File: config.mk
export PLATFORM = sky130hd
export DESIGN_NAME = bus_arbiter_2to1
export DESIGN_NICKNAME = d
export VERILOG_FILES = /design/src/rtl/bus_arbiter_2to1.sv
export SDC_FILE = /design/constraint.sdc
export NUM_CORES = 1
export LEC_CHECK = 0
export BUFFER_PORTS_ARGS = -buffer_cell sky130_fd_sc_hd__buf_2
export CORE_AREA = 4 4 157 159
export CTS_BUF_LIST = sky130_fd_sc_hd__clkbuf_8 sky130_fd_sc_hd__clkbuf_16
export DETAILED_ROUTE_END_ITERATION = 12
export DIE_AREA = 0 0 161 163
export GPL_TIMING_DRIVEN = 1
export PLACE_DENSITY = 0.46
export SYNTH_ARGS = -nofsm -noshare
export SYNTH_HDL_FRONTEND = slang
export SYNTH_SLANG_ARGS = --single-unit
File: constraint.sdc
create_clock -name clk -period 6.14 [get_ports clk]
set_input_delay 0.307 -clock clk [delete_from_list [all_inputs] [get_ports clk]]
set_output_delay 0.307 -clock clk [all_outputs]
set_load 0.01 [all_outputs]
File: src/rtl/bus_arbiter_2to1.sv
// Round-robin two-master arbiter for a single bus slave. A granted master keeps the
// slave while it stalls, and a sticky watchdog flags stalls that run too long.
module bus_arbiter_2to1 #(
    parameter int TIMEOUT_CYCLES = 1023,
    parameter int ADDR_W         = 32,
    parameter int DATA_W         = 32,
    parameter int MASK_W         = 4
) (
    input  logic              clk,
    input  logic              rst,

    input  logic [ADDR_W-1:0] m0_address,
    input  logic              m0_read,
    input  logic              m0_write,
    input  logic [DATA_W-1:0] m0_data_wr,
    input  logic [MASK_W-1:0] m0_mask,
    output logic              m0_stall,
    output logic [DATA_W-1:0] m0_data_rd,
    output logic [DATA_W-1:0] m0_data_rd_2,

    input  logic [ADDR_W-1:0] m1_address,
    input  logic              m1_read,
    input  logic              m1_write,
    input  logic [DATA_W-1:0] m1_data_wr,
    input  logic [MASK_W-1:0] m1_mask,
    output logic              m1_stall,
    output logic [DATA_W-1:0] m1_data_rd,
    output logic [DATA_W-1:0] m1_data_rd_2,

    output logic [ADDR_W-1:0] s_address,
    output logic              s_read,
    output logic              s_write,
    output logic [DATA_W-1:0] s_data_wr,
    output logic [MASK_W-1:0] s_mask,
    input  logic              s_stall,
    input  logic [DATA_W-1:0] s_data_rd,
    input  logic [DATA_W-1:0] s_data_rd_2,

    output logic              bus_timeout,
    output logic              grant_owner,
    output logic              busy
);

    typedef enum logic [1:0] {
        IDLE = 2'd0,
        OWN0 = 2'd1,
        OWN1 = 2'd2
    } state_t;

    localparam logic [15:0] TIMEOUT_LIM = 16'(TIMEOUT_CYCLES);

    state_t      state;
    state_t      state_next;
    logic        last;
    logic        last_next;
    logic [15:0] hold_cnt;
    logic [15:0] hold_cnt_next;
    logic        req0;
    logic        req1;
    logic        gnt_valid;
    logic        gnt_idx;

    assign req0 = m0_read | m0_write;
    assign req1 = m1_read | m1_write;

    // While reset is held nobody is granted, so the slave sees no strobes.
    always_comb begin
        gnt_valid = 1'b0;
        gnt_idx   = 1'b0;
        if (!rst) begin
            case (state)
                IDLE: begin
                    gnt_valid = req0 | req1;
                    gnt_idx   = (req0 && req1) ? ~last : req1;
                end
                OWN0: begin
                    gnt_valid = 1'b1;
                    gnt_idx   = 1'b0;
                end
                OWN1: begin
                    gnt_valid = 1'b1;
                    gnt_idx   = 1'b1;
                end
                default: begin
                    gnt_valid = 1'b0;
                    gnt_idx   = 1'b0;
                end
            endcase
        end
    end

    always_comb begin
        state_next = state;
        last_next  = last;
        case (state)
            IDLE: begin
                if (gnt_valid) begin
                    if (s_stall) begin
                        state_next = gnt_idx ? OWN1 : OWN0;
                    end else begin
                        last_next = gnt_idx;
                    end
                end
            end
            OWN0: begin
                if (!s_stall || !req0) begin
                    state_next = IDLE;
                    last_next  = 1'b0;
                end
            end
            OWN1: begin
                if (!s_stall || !req1) begin
                    state_next = IDLE;
                    last_next  = 1'b1;
                end
            end
            default: state_next = IDLE;
        endcase
    end

    // Only stall cycles that keep the lock count toward the watchdog limit.
    always_comb begin
        hold_cnt_next = hold_cnt;
        if (state_next == IDLE) begin
            hold_cnt_next = 16'd0;
        end else if (state != IDLE && s_stall && hold_cnt < TIMEOUT_LIM) begin
            hold_cnt_next = hold_cnt + 16'd1;
        end
    end

    always_ff @(posedge clk) begin
        if (rst) begin
            state       <= IDLE;
            last        <= 1'b1;
            hold_cnt    <= 16'd0;
            bus_timeout <= 1'b0;
        end else begin
            state       <= state_next;
            last        <= last_next;
            hold_cnt    <= hold_cnt_next;
            bus_timeout <= bus_timeout | (hold_cnt_next == TIMEOUT_LIM);
        end
    end

    assign busy        = (state != IDLE);
    assign grant_owner = (state == OWN1);

    always_comb begin
        s_address    = '0;
        s_read       = 1'b0;
        s_write      = 1'b0;
        s_data_wr    = '0;
        s_mask       = '0;
        m0_stall     = req0;
        m0_data_rd   = '0;
        m0_data_rd_2 = '0;
        m1_stall     = req1;
        m1_data_rd   = '0;
        m1_data_rd_2 = '0;
        if (gnt_valid) begin
            if (!gnt_idx) begin
                s_address    = m0_address;
                s_read       = m0_read;
                s_write      = m0_write;
                s_data_wr    = m0_data_wr;
                s_mask       = m0_mask;
                m0_stall     = s_stall;
                m0_data_rd   = s_data_rd;
                m0_data_rd_2 = s_data_rd_2;
            end else begin
                s_address    = m1_address;
                s_read       = m1_read;
                s_write      = m1_write;
                s_data_wr    = m1_data_wr;
                s_mask       = m1_mask;
                m1_stall     = s_stall;
                m1_data_rd   = s_data_rd;
                m1_data_rd_2 = s_data_rd_2;
            end
        end
    end

endmodule
# Word-level counts from Yosys, hierarchy flattened
# Index checks and enable logic that the tools add are counted.
# W data, S select, Z words.
[op_classes] add_sub_neg=1 bitwise_logic=5 mux=40 eq_ne=7 magnitude_cmp=1 n_reduce_logical=14
[ops] cell="$mux W32" count=12
[ops] cell="$mux W16" count=2
[ops] cell="$add A16 B1 Y16 const B" count=1
[ops] cell="$eq A16 B10 Y1 const B" count=1
[ops] cell="$lt A16 B10 Y1 const B" count=1
[ops] cell="$mux W1" count=15
[ops] cell="$mux W2" count=5
[ops] cell="$mux W4" count=2
[ops] cell="$ne A2 B2 Y1 const B" count=3
[ops] cell="$pmux W2 S3" count=1
[ops] cell="$reduce_and A5 Y1" count=1
[ops] cell="$logic_not A2 Y1" count=2
[ops] cell="$or A1 B1 Y1" count=4
[ops] cell="$pmux W1 S2" count=2
[ops] cell="$logic_and A1 B1 Y1" count=3
[ops] cell="$logic_not A1 Y1" count=3
[ops] cell="$pmux W1 S3" count=1
[ops] cell="$reduce_bool A3 Y1" count=1
[ops] cell="$eq A2 B1 Y1 const B" count=1
[ops] cell="$eq A2 B2 Y1 const B" count=1
[ops] cell="$logic_or A1 B1 Y1" count=2
[ops] cell="$ne A2 B1 Y1 const B" count=1
[ops] cell="$reduce_bool A2 Y1" count=1
[ops] cell="$reduce_or A2 Y1" count=1
[ops] cell="$not A1 Y1" count=1
[word_totals] regBits=20 word_cells=72

# Logic depth before layout (Yosys ltp)
# Gate-level depths: netlist of the first run.
[depth] word_depth=13 ltp_mapped=10 ltp_nobuf=8

# Worst setup path after synthesis of the first run
# Ideal clock, no wire load.
[synth_path] path_type="reg2reg" startpoint="reg state[0]" endpoint="reg bus_timeout" setup_slack_ps=3839 n_path_buf=2 path_stages_with_launch=11 arrival_time_ps=2185 path_cell_list="dfxtp_1 inv_1 ha_1 buf_6 nor4b_4 nand2_2 or2_1 buf_6 o311ai_0 a22oi_1 a41o_1"
[synth_via] elab_chain_len=11 elab_cells_between_ends=22 classes_between="eq/ne (3); mux (12); bitwise (1); reduce/logical (6)"
[synth_lines] element="start, declared" line="52" source="state_t state;"
[synth_lines] element="start signal, assigned" line="138" source="state <= state_next;"
[synth_lines] element="$eq A2 B2 Y1 or $logic_not A2 Y1 (tied branches)" line="71, 95"
[synth_lines] element="$pmux W1 S2" line="71" source="case (state)"
[synth_lines] element="$mux W1" line="70" source="if (!rst) begin"
[synth_lines] element="$mux W2" line="99" source="state_next = gnt_idx ? OWN1 : OWN0;"
[synth_lines] element="$mux W2" line="98" source="if (s_stall) begin"
[synth_lines] element="$mux W2" line="97" source="if (gnt_valid) begin"
[synth_lines] element="$pmux W2 S3" line="95" source="case (state)"
[synth_lines] element="$logic_not A2 Y1" line="124" source="if (state_next == IDLE) begin"
[synth_lines] element="$mux W16 *" line="124"
[synth_lines] element="$eq A16 B10 Y1 *" line="141" source="bus_timeout <= bus_timeout | (hold_cnt_next == TIMEOUT_LIM);"
[synth_lines] element="$or A1 B1 Y1 *" line="141"
[synth_lines] element="end signal, assigned" line="141"
[synth_lines] element="end, declared" line="39" source="output logic bus_timeout,"
# Mark *: on every way between the ends. The rest lies on a longest branch, timed or not.
# A chain may end at the register's enable or synchronous reset.

# Worst setup path after layout of the first run
[layout_path] startpoint="reg state[0]" endpoint="out s_address[30]"
[layout_via] elab_chain_len=5 elab_cells_between_ends=10 classes_between="eq/ne (2); mux (6); reduce/logical (2)"
[layout_lines] element="$eq A2 B2 Y1, or another cell as far along" line="71"
[layout_lines] element="$pmux W1 S2 or $reduce_or A2 Y1 (tied branches)"
[layout_lines] element="$mux W1 or $pmux W1 S2 (tied branches)" line="70, 71"
[layout_lines] element="$mux W32 or $mux W1 (tied branches)" line="161, 70"
[layout_lines] element="$mux W32 *" line="160" source="if (gnt_valid) begin"
[layout_lines] element="end, declared" line="30" source="output logic [ADDR_W-1:0] s_address,"
# Marks and branches as above.

==> results.py, run 1 <==
metrics = {
    "logic_synthesis": {
        "synth_enable_flop_cells": 0,
        "ys_seq_area_share_pct": 12.9,
        "syn_area_cell_um2": 5.75,
        "synth_xor_xnor_area_share_pct": 1.97,
        "netlist_instances": 541,
        "largest_family_of_logic_cells_by_synthesized_area": "simple AND/OR/NAND/NOR gates",
        "ys_top_cells_by_count": "nand2_1 (148), and3_1 (129), a21oi_1 (78), clkbuf_1 (47), nor2_1 (24)",
        "synth.largest_area_cell": "and3_1",
        "post_synth_design_cell_area_um2": 3110,
        "adder_cell_share_of_the_synthesized_area_pct": 2.01,
        "synth-simple-area-share_pct": 53.9,
        "yosys-top-cells-area": "and3_1 (26%), nand2_1 (18%), dfxtp_1 (13%)",
        "synth-warning-count": 0,
        "yosys.area.top_type_share_pct": 25.9,
        "synth_seq_cells": 20,
        "post_synth_mux_area_share_pct": 1.29,
        "yosys.cell_types.count": 45,
        "asyncSetResetFlopFracSynth_pct": 0,
        "syn-num-nets": 753,
        "complex_gate_fraction_of_the_synthesized_area_pct": 19.0,
        "post-synth-top-count-cell": "nand2_1",
        "synth_top_flop_cell": "dfxtp_1",
    },
    "route": {
        "drt-initial-drc-count": 431,
        "wl_um": 20100,
        "routed_wire_length_per_instance_um": 16.4,
        "routed-via-count": 5241,
        "drtPass1Iterations": 4,
        "drt_drc_violations_left": 0,
        "antenna_violating_nets_post_route": 0,
        "avgViaCountPerCell": 4.28,
    },
    "grt": {
        "antenna_found_initial": 2,
        "grt_util_all_layers_pct": 13.6,
        "first_global_vias": 4933,
        "grt_start_max_net_pins": 74,
        "grt_first_pass_wirelength_um": 28900,
        "grt_remaining_overflow": 0,
    },
    "critical_path": {
        "cp_max_fo": 58,
        "crit_required_ns": 5.83,
        "worstSetupEndpointType": "primary output",
        "worst_ep_arrival_time_ns": 3.21,
        "crit_chain": "inv_1, ha_1, a31oi_4, buf_4, nand2_1, a21oi_1, buf_2",
        "timing_worst_setup_path_type": "register to primary output",
        "critPathSlowestCell": "a31oi_4",
        "critPathLaunchType": "register",
        "critPathMaxStageDelay_ns": 0.84,
    },
    "finish": {
        "share_of_post_route_cells_with_drive_strength_above_1_pct": 47.6,
        "finalNetCount": 1118,
        "final_layout_fill_cell_count": 2680,
        "sequential_cell_area_um2": 400,
        "area.growth.synth_to_final_pct": 77.4,
        "area_of_combinational_cells_with_multiple_inputs_um2": 2460,
    },
    "floorplan": {
        "floorplan.die.width_um": 161,
        "core_region_area_um2": 23300,
        "chipHeight_um": 163,
        "std_cell_rows": 56,
        "die_area_um2": 26200,
        "initial_standard_cell_utilization_of_the_core_pct": 13.4,
        "boundaryPins": 410,
    },
    "timing": {
        "tightestPinTransition_ns": 1.01,
        "finalCriticalPeriod_ns": 3.52,
        "hold_viol_final": 0,
        "clock-skew-final_ns": 0.00261,
        "report.final.setup_viol": 0,
        "setup-tns-final_ns": 0,
        "relSlewSlack_pct": 32.5,
        "timing.fmax_mhz": 284,
        "period_share_pct": 57.3,
        "drv_slew": 0,
        "setup_repair_after_global_routing_missed_its_margin": "no",
    },
    "clock_tree": {
        "cts.sink_count": 20,
        "post_cts_resized": 0,
        "root_driver": "clkbuf_16",
        "cts_made_buffers": 3,
        "cts_setup_buffers": 0,
        "clkSlewWorstSetupHoldPaths_ns": 0.06,
        "cts_tree": "yes",
        "clockBufferDepth": 2,
        "ctsHoldBuffers": 0,
        "clock_latency_ns": 0.25,
        "htreeDepth": 1,
    },
    "placed_design": {
        "place_hpwl_um": 16400,
        "place.port_buffers": 409,
        "placer_congestion_estimate": 0.834,
    },
    "flow_run": {
        "cap_viol_max_count": 0,
    },
    "power": {
        "ir_worst_vdd_v": 0.000118,
        "report.power.total_w": 0.00126,
        "leakage_nw": 3.49,
        "powerDensity_nw_per_um2": 229,
    },
    "worst_hold_path": {
        "holdCritPathClass": "input port to register",
    },
    "status": {
        "run_status": "finished clean",
    },
}
sequential cells by signal, summed over array words and instances (netlist names):
signal,cells
last,1
state,2
bus_timeout,1
hold_cnt,16
path summary, 6_finish.rpt:
path,start,end,slack [ns],cells past startpoint
setup / recovery,state[0],s_address[30],2.62,7
hold / removal,rst,state[0],0.29,2
hold reg to reg,hold_cnt[15],hold_cnt[15],0.46,2
setup reg to reg,state[0],state[0],3.53,8
critical path, delay by kind of cell, from the launching register on:
| family | cells | cell delay, ns |
|---|---|---|
| adders and majority gates | 1 | 0.36 |
| buffers and inverters | 3 | 0.94 |
| AOI/OAI and AO/OA | 2 | 1.04 |
| and+or+nand+nor | 1 | 0.19 |
| DFF | 1 | 0.39 |
kinds of logic (layout without fill, tap and decap cells):
group	after synthesis	after routing
compound gates	105	105
xor+xnor	7	7
fa+ha+maj	5	5
buf+inv	69	433
flops	20	20
mux	4	4
other cells	0	1
simple gates	331	331
where the power goes:
group | switching [W] | internal (W)
clock network | 0.0000475 | 0.000129
logic | 0.000611 | 0.000338
registers | 0.00000363 | 0.000134
stage by stage:
stage	cells	util (%)	setup slack, ns	hold slack, ns	cell area [µm²]
floorplan	541	-	3.84	0.386	3110
global placement	1220	23.3	2.85	0.450	5410
detailed placement	1220	23.3	2.83	0.454	5410
CTS	1224	23.7	2.53	0.291	5520
global route	1224	23.7	2.30	0.312	5520
finish	1225	23.7	2.62	0.294	5520
area by class of cell:
cell class / count / area share (%)
Clock inverter: 1 / 0.544
Sequential cell: 20 / 7.25
Timing Repair Buffer: 416 / 38.0
Multi-Input combinational cell: 452 / 44.6
Antenna cell: 1 / 0.0453
Tap cell: 319 / 7.23
Inverter: 13 / 0.884
Clock buffer: 3 / 1.36
metal layers:
| layer | vias up | wire length (µm) | global-route usage (%) |
|---|---|---|---|
| met5 | - | 0 | 0 |
| met3 | 16 | 1530 | 2.08 |
| li1 | 2597 | - | - |
| met2 | 300 | 9700 | 24.1 |
| met1 | 2328 | 8470 | 17.6 |
| met4 | 0 | 442 | 2.95 |
cells in the final DEF (no fill, tap or decap), types with 2 or more instances in the layout:
master     instances
a21oi_1           78
a22oi_1            2
a31oi_1            2
and3_1           129
buf_2            409
buf_4              7
clkbuf_16          3
dfxtp_1           20
ha_1               5
inv_1             13
mux2i_1            4
nand2_1          148
nand3_1            4
nand4_1            4
nor2_1            24
nor3_1             8
o21ai_0            7
o311ai_0           3
o41ai_1            2
or4_1              2
xnor2_1            2
xor2_1             5
No activity file was read; power rests on OpenSTA's default activity.
==> run 2, diff against run 1 <==
==> constraint.sdc (replaced) <==
create_clock -name clk -period 3.6 [get_ports clk]
set_input_delay 0.18 -clock clk [delete_from_list [all_inputs] [get_ports clk]]
set_output_delay 0.18 -clock clk [all_outputs]
set_load 0.01 [all_outputs]
==> results.py, run 2 (same netlist as run 1, synthesis figures left out) <==
metrics = {
    "route": {
        "wl_um": 19700,
        "routed_wire_length_per_instance_um": 16.1,
        "drtPass1Iterations": 5,
        "avgViaCountPerCell": 4.23,
        "antenna_violating_nets_post_route": 0,
        "drt_drc_violations_left": 0,
        "drt-initial-drc-count": 432,
        "routed-via-count": 5187,
    },
    "floorplan": {
        "initial_standard_cell_utilization_of_the_core_pct": 13.4,
        "chipHeight_um": 163,
        "floorplan.die.width_um": 161,
        "die_area_um2": 26200,
        "core_region_area_um2": 23300,
        "boundaryPins": 410,
        "std_cell_rows": 56,
    },
    "finish": {
        "final_layout_fill_cell_count": 2683,
        "largest_register_ff_count": 16,
        "area.growth.synth_to_final_pct": 79.6,
        "largest_register": "hold_cnt",
        "layout_commonest_cell": "buf_2",
        "finalNetCount": 1121,
        "share_of_post_route_cells_with_drive_strength_above_1_pct": 47.8,
        "antenna_cells_inserted": 0,
        "final-instance-count-excl-fill": 1227,
        "top_flop_regs": "hold_cnt: 16 flops, state: 2 flops",
        "mostFrequentLayoutCells": "buf_2 (409), nand2_1 (148), and3_1 (129)",
    },
    "grt": {
        "grt_util_all_layers_pct": 13.3,
        "first_global_vias": 4908,
        "antenna_found_initial": 2,
        "grt_remaining_overflow": 0,
        "grt_first_pass_wirelength_um": 28000,
        "grt_start_max_net_pins": 137,
    },
    "timing": {
        "setup-tns-final_ns": 0,
        "relSlewSlack_pct": 45.4,
        "tightestPinTransition_ns": 0.819,
        "setup_repair_after_global_routing_missed_its_margin": "no",
        "hold_viol_final": 0,
        "report.final.setup_viol": 0,
        "finalCriticalPeriod_ns": 2.83,
        "period_share_pct": 78.7,
        "clock-skew-final_ns": 0.00103,
        "timing.fmax_mhz": 353,
        "drv_slew": 0,
    },
    "placed_design": {
        "numPlacedInstances": 1223,
        "place_hpwl_um": 16300,
        "place.port_buffers": 409,
        "placer_congestion_estimate": 0.834,
    },
    "power": {
        "ir_worst_vdd_v": 0.000228,
        "report.power.total_w": 0.00214,
        "leakage_nw": 3.52,
        "powerDensity_nw_per_um2": 383,
    },
    "clock_tree": {
        "cts_tree": "yes",
        "clkSlewWorstSetupHoldPaths_ns": 0.06,
        "htreeDepth": 1,
        "cts.sink_count": 20,
        "cts_setup_buffers": 0,
        "clock_latency_ns": 0.25,
        "ctsHoldBuffers": 0,
        "root_driver": "clkbuf_16",
        "post_cts_resized": 0,
        "clockBufferDepth": 2,
        "cts_made_buffers": 3,
    },
    "critical_path": {
        "critPathSlowestCell": "a31oi_4",
        "critPathMaxStageDelay_ns": 0.70,
        "worst_ep_arrival_time_ns": 2.65,
        "critPathLaunchType": "register",
        "crit_required_ns": 3.42,
        "worstSetupEndpointType": "primary output",
        "timing_worst_setup_path_type": "register to primary output",
        "crit_chain": "inv_1, ha_1, a31oi_4, buf_12, nand2_1, a21oi_1, buf_2",
        "cp_max_fo": 56,
    },
    "flow_run": {
        "cap_viol_max_count": 0,
    },
    "status": {
        "run_status": "finished clean",
    },
    "worst_hold_path": {
        "holdCritPathClass": "input port to register",
    },
}
==> run 2: cell count changes in the layout (fill, tap and decap cells not counted), sizes merged <==
cell    delta
bufinv     -1
buf        +3
clkbuf     +1
diode      -1
==> run 2: per-layer routing <==
layer | vias up | wire, µm | global-route usage (%) | share of wire [%]
met3 | 14 | 1560 | 2.02 | 7.9
met4 | 0 | 392 | 2.68 | 2.0
met2 | 295 | 9440 | 23.4 | 48
met5 | - | 0 | 0 | 0
met1 | 2272 | 8330 | 17.4 | 42
li1 | 2606 | - | - | -
==> run 2: power by group <==
| part | leakage (nW) | switching, W | internal (W) | total (W) |
|---|---|---|---|---|
| sequential | 0.162 | 0.00000558 | 0.000229 | 0.000234 |
| clock | 0.0442 | 0.0000853 | 0.000169 | 0.000255 |
| combinational | 3.31 | 0.00102 | 0.000626 | 0.00165 |
==> run 2: cell type report <==
cell class | count | area [µm²] | area share [%]
Clock buffer | 4 | 88.8 | 1.59
Tap cell | 319 | 399 | 7.15
Multi-Input combinational cell | 452 | 2460 | 44.1
Inverter | 13 | 48.8 | 0.874
Timing Repair Buffer | 419 | 2180 | 39.1
Sequential cell | 20 | 400 | 7.17
==> run 2: path summary, 6_finish.rpt <==
kind	from	endpoint	slack (ns)	cells past startpoint
worst min-delay path	rst	state[0]	0.18	2
worst max-delay path	state[0]	s_data_wr[12]	0.77	7
worst min register to register	hold_cnt[14]	hold_cnt[14]	0.46	2
worst max register to register	state[0]	bus_timeout	1.09	8
==> run 2: metrics by stage <==
step / setup slack [ns] / hold WS (ns) / instance area (µm²) / utilization [%]
after floorplan: 1.30 / 0.259 / 3110 / -
after detailed placement: 1.09 / 0.437 / 5500 / 23.6
after global placement: 1.09 / 0.440 / 5500 / 23.6
final: 0.768 / 0.177 / 5590 / 24.0
after global routing: 0.644 / 0.174 / 5590 / 24.0
after CTS: 0.796 / 0.169 / 5590 / 24.0
==> run 2: worst max-delay path, delay by kind of cell (launching register included) <==
family                   cells  cell delay [ns]
AO/OA/AOI/OAI                2             0.92
adder cells (fa/ha/maj)      1             0.35
buffers and inverters        3             0.61
flip-flops                   1             0.39
AND/OR/NAND/NOR              1             0.08
==> run 3, diff against run 2 <==
--- a/config.mk
+++ b/config.mk
@@ -6,12 +6,12 @@
 export NUM_CORES = 1
 export LEC_CHECK = 0
 export BUFFER_PORTS_ARGS = -buffer_cell sky130_fd_sc_hd__buf_2
-export CORE_AREA = 4 4 157 159
+export CORE_AREA = 4 4 158 160
 export CTS_BUF_LIST = sky130_fd_sc_hd__clkbuf_8 sky130_fd_sc_hd__clkbuf_16
 export DETAILED_ROUTE_END_ITERATION = 12
-export DIE_AREA = 0 0 161 163
+export DIE_AREA = 0 0 162 164
 export GPL_TIMING_DRIVEN = 1
-export PLACE_DENSITY = 0.46
+export PLACE_DENSITY = 0.47
 export SYNTH_ARGS = -nofsm -noshare
 export SYNTH_HDL_FRONTEND = slang
 export SYNTH_SLANG_ARGS = --single-unit
==> constraint.sdc (replaced) <==
create_clock -name clk -period 2.3 [get_ports clk]
set_input_delay 0.115 -clock clk [delete_from_list [all_inputs] [get_ports clk]]
set_output_delay 0.115 -clock clk [all_outputs]
set_load 0.01 [all_outputs]
==> results.py, run 3 (same netlist as run 1, synthesis figures left out) <==
metrics = {
    "clock_tree": {
        "clock_latency_ns": 0.25,
        "root_driver": "clkbuf_16",
        "clockBufferDepth": 2,
        "clkSlewWorstSetupHoldPaths_ns": 0.06,
        "cts_tree": "yes",
        "cts_made_buffers": 3,
        "ctsHoldBuffers": 0,
        "cts.sink_count": 20,
        "htreeDepth": 1,
    },
    "worst_hold_path": {
        "hold_path_depth": 2,
        "worst_hold_path.endpoint": "state[1]",
        "worstHoldStart": "rst",
        "holdCritPathClass": "input port to register",
    },
    "critical_path": {
        "r2r_start": "state[1]",
        "worst_r2r_path_depth": 8,
        "startpoint": "state[1]",
        "crit-reg2reg-capture": "bus_timeout",
        "worst_ep_arrival_time_ns": 2.07,
        "worst-r2r-setup-slack_ns": 0.13,
        "timing_worst_setup_path_type": "register to primary output",
        "cp_max_fo": 49,
        "crit_required_ns": 2.18,
        "critPathLaunchType": "register",
        "worstSetupEndpointType": "primary output",
    },
    "timing": {
        "clock-skew-final_ns": 0.00197,
        "drv_slew": 0,
        "report.final.setup_viol": 0,
        "post-route-worst-setup-slack_ns": 0.116,
        "relSlewSlack_pct": 56.6,
        "finalCriticalPeriod_ns": 2.18,
        "hold_viol_final": 0,
        "setup_repair_after_global_routing_missed_its_margin": "yes",
        "timing.fmax_mhz": 458,
        "tightestPinTransition_ns": 0.644,
        "period_share_pct": 94.9,
    },
    "flow_run": {
        "cap_viol_max_count": 0,
    },
    "floorplan": {
        "boundaryPins": 410,
        "initial_standard_cell_utilization_of_the_core_pct": 13.3,
        "chipHeight_um": 164,
        "die_area_um2": 26600,
        "std_cell_rows": 56,
        "core_region_area_um2": 23400,
        "floorplan.die.width_um": 162,
    },
    "placed_design": {
        "placer_congestion_estimate": 0.777,
        "place_hpwl_um": 16200,
        "place.port_buffers": 409,
        "pre_cts_ws_ns": 0.108,
    },
    "route": {
        "antenna_violating_nets_post_route": 0,
        "drt_drc_violations_left": 0,
        "routed-via-count": 5371,
        "drt-initial-drc-count": 383,
        "routed_wire_length_per_instance_um": 16.0,
        "avgViaCountPerCell": 4.26,
        "drtPass1Iterations": 5,
        "wl_um": 20200,
    },
    "finish": {
        "area_of_combinational_cells_with_multiple_inputs_um2": 2500,
        "finalNetCount": 1153,
        "layout_commonest_cell": "buf_2",
        "top_flop_regs": "hold_cnt: 16 flops, state: 2 flops",
        "mostFrequentLayoutCells": "buf_2 (407), nand2_1 (148), and3_1 (129)",
        "largest_register_ff_count": 16,
        "largest_register": "hold_cnt",
        "area.growth.synth_to_final_pct": 93.0,
        "share_of_post_route_cells_with_drive_strength_above_1_pct": 50.4,
        "final_layout_fill_cell_count": 2650,
        "sequential_cell_area_um2": 400,
    },
    "power": {
        "powerDensity_nw_per_um2": 622,
        "leakage_nw": 3.73,
        "ir_worst_vdd_v": 0.000298,
        "report.power.total_w": 0.00374,
    },
    "grt": {
        "grt_start_max_net_pins": 58,
        "first_global_vias": 4939,
        "grt_util_all_layers_pct": 12.7,
        "grt_first_pass_wirelength_um": 27300,
        "grt_remaining_overflow": 0,
        "antenna_found_initial": 3,
    },
    "status": {
        "run_status": "finished clean",
    },
}
## run 3: changes by cell type in the layout (fill, tap and decap cells not counted), moves of 3 or more
cell,previous run,this run
buf_4,5,28
a21oi_2,0,4
clkbuf_16,3,6
buf_12,5,8
a21oi_1,78,74
## run 3: layout make-up
class,instances,share of cell area (%)
Antenna cell,1,0.0417
Sequential cell,20,6.67
Multi-Input combinational cell,453,41.7
Timing Repair Buffer,450,42.6
Tap cell,319,6.65
Inverter,13,0.813
Clock buffer,4,1.48
## run 3: worst max-delay path by stage
stage                          end  depth (start not counted)
floorplan              hold_cnt[8]                          8
global placement       hold_cnt[8]                          7
detailed placement     bus_timeout                          8
CTS                   s_data_wr[0]                          8
global route           bus_timeout                          8
finish              m0_data_rd[23]                          8
## run 3: power breakdown
part | switching (W) | internal, W | leakage, nW | total [W]
combinational | 0.00171 | 0.00127 | 3.52 | 0.00298
sequential | 0.00000806 | 0.000358 | 0.162 | 0.000366
clock | 0.000124 | 0.000265 | 0.0442 | 0.000389
total | 0.00184 | 0.00190 | 3.73 | 0.00374
## run 3: what timing repair did
action	in CTS	in global routing
setup buffers	0	5
pin swaps	0	2
cloned	1	4
gates resized for setup	2	13
endpoints found under the setup margin	85	85
endpoints found under the hold margin	0	0
## run 3: worst max-delay path: stages, from the launching register on
cell and delay [ns]:
dfxtp_1 0.34, inv_1 0.09, ha_2 0.22, buf_6 0.15, o41a_2 0.18, o21a_4 0.26
buf_12 0.22, and3_1 0.20, buf_2 0.13
## run 3: layer usage
layer	global-route usage [%]	part of all wire, %	vias up
met5	0	0	-
met3	2.21	8.4	16
met4	2.54	2.0	0
met2	22.8	48	304
met1	16.0	41	2384
li1	-	-	2667
## run 3: stage by stage
step | hold slack, ns | setup TNS, ns | util [%] | instances | area (µm²)
final | 0.143 | 0 | 25.7 | 1260 | 6000
after global routing | 0.144 | -0.00186 | 25.7 | 1260 | 6000
after CTS | 0.123 | 0 | 24.9 | 1250 | 5830
after detailed placement | 0.387 | 0 | 24.4 | 1245 | 5700
after global placement | 0.387 | 0 | 24.4 | 1245 | 5700
after floorplan | 0.194 | 0 | - | 541 | 3110
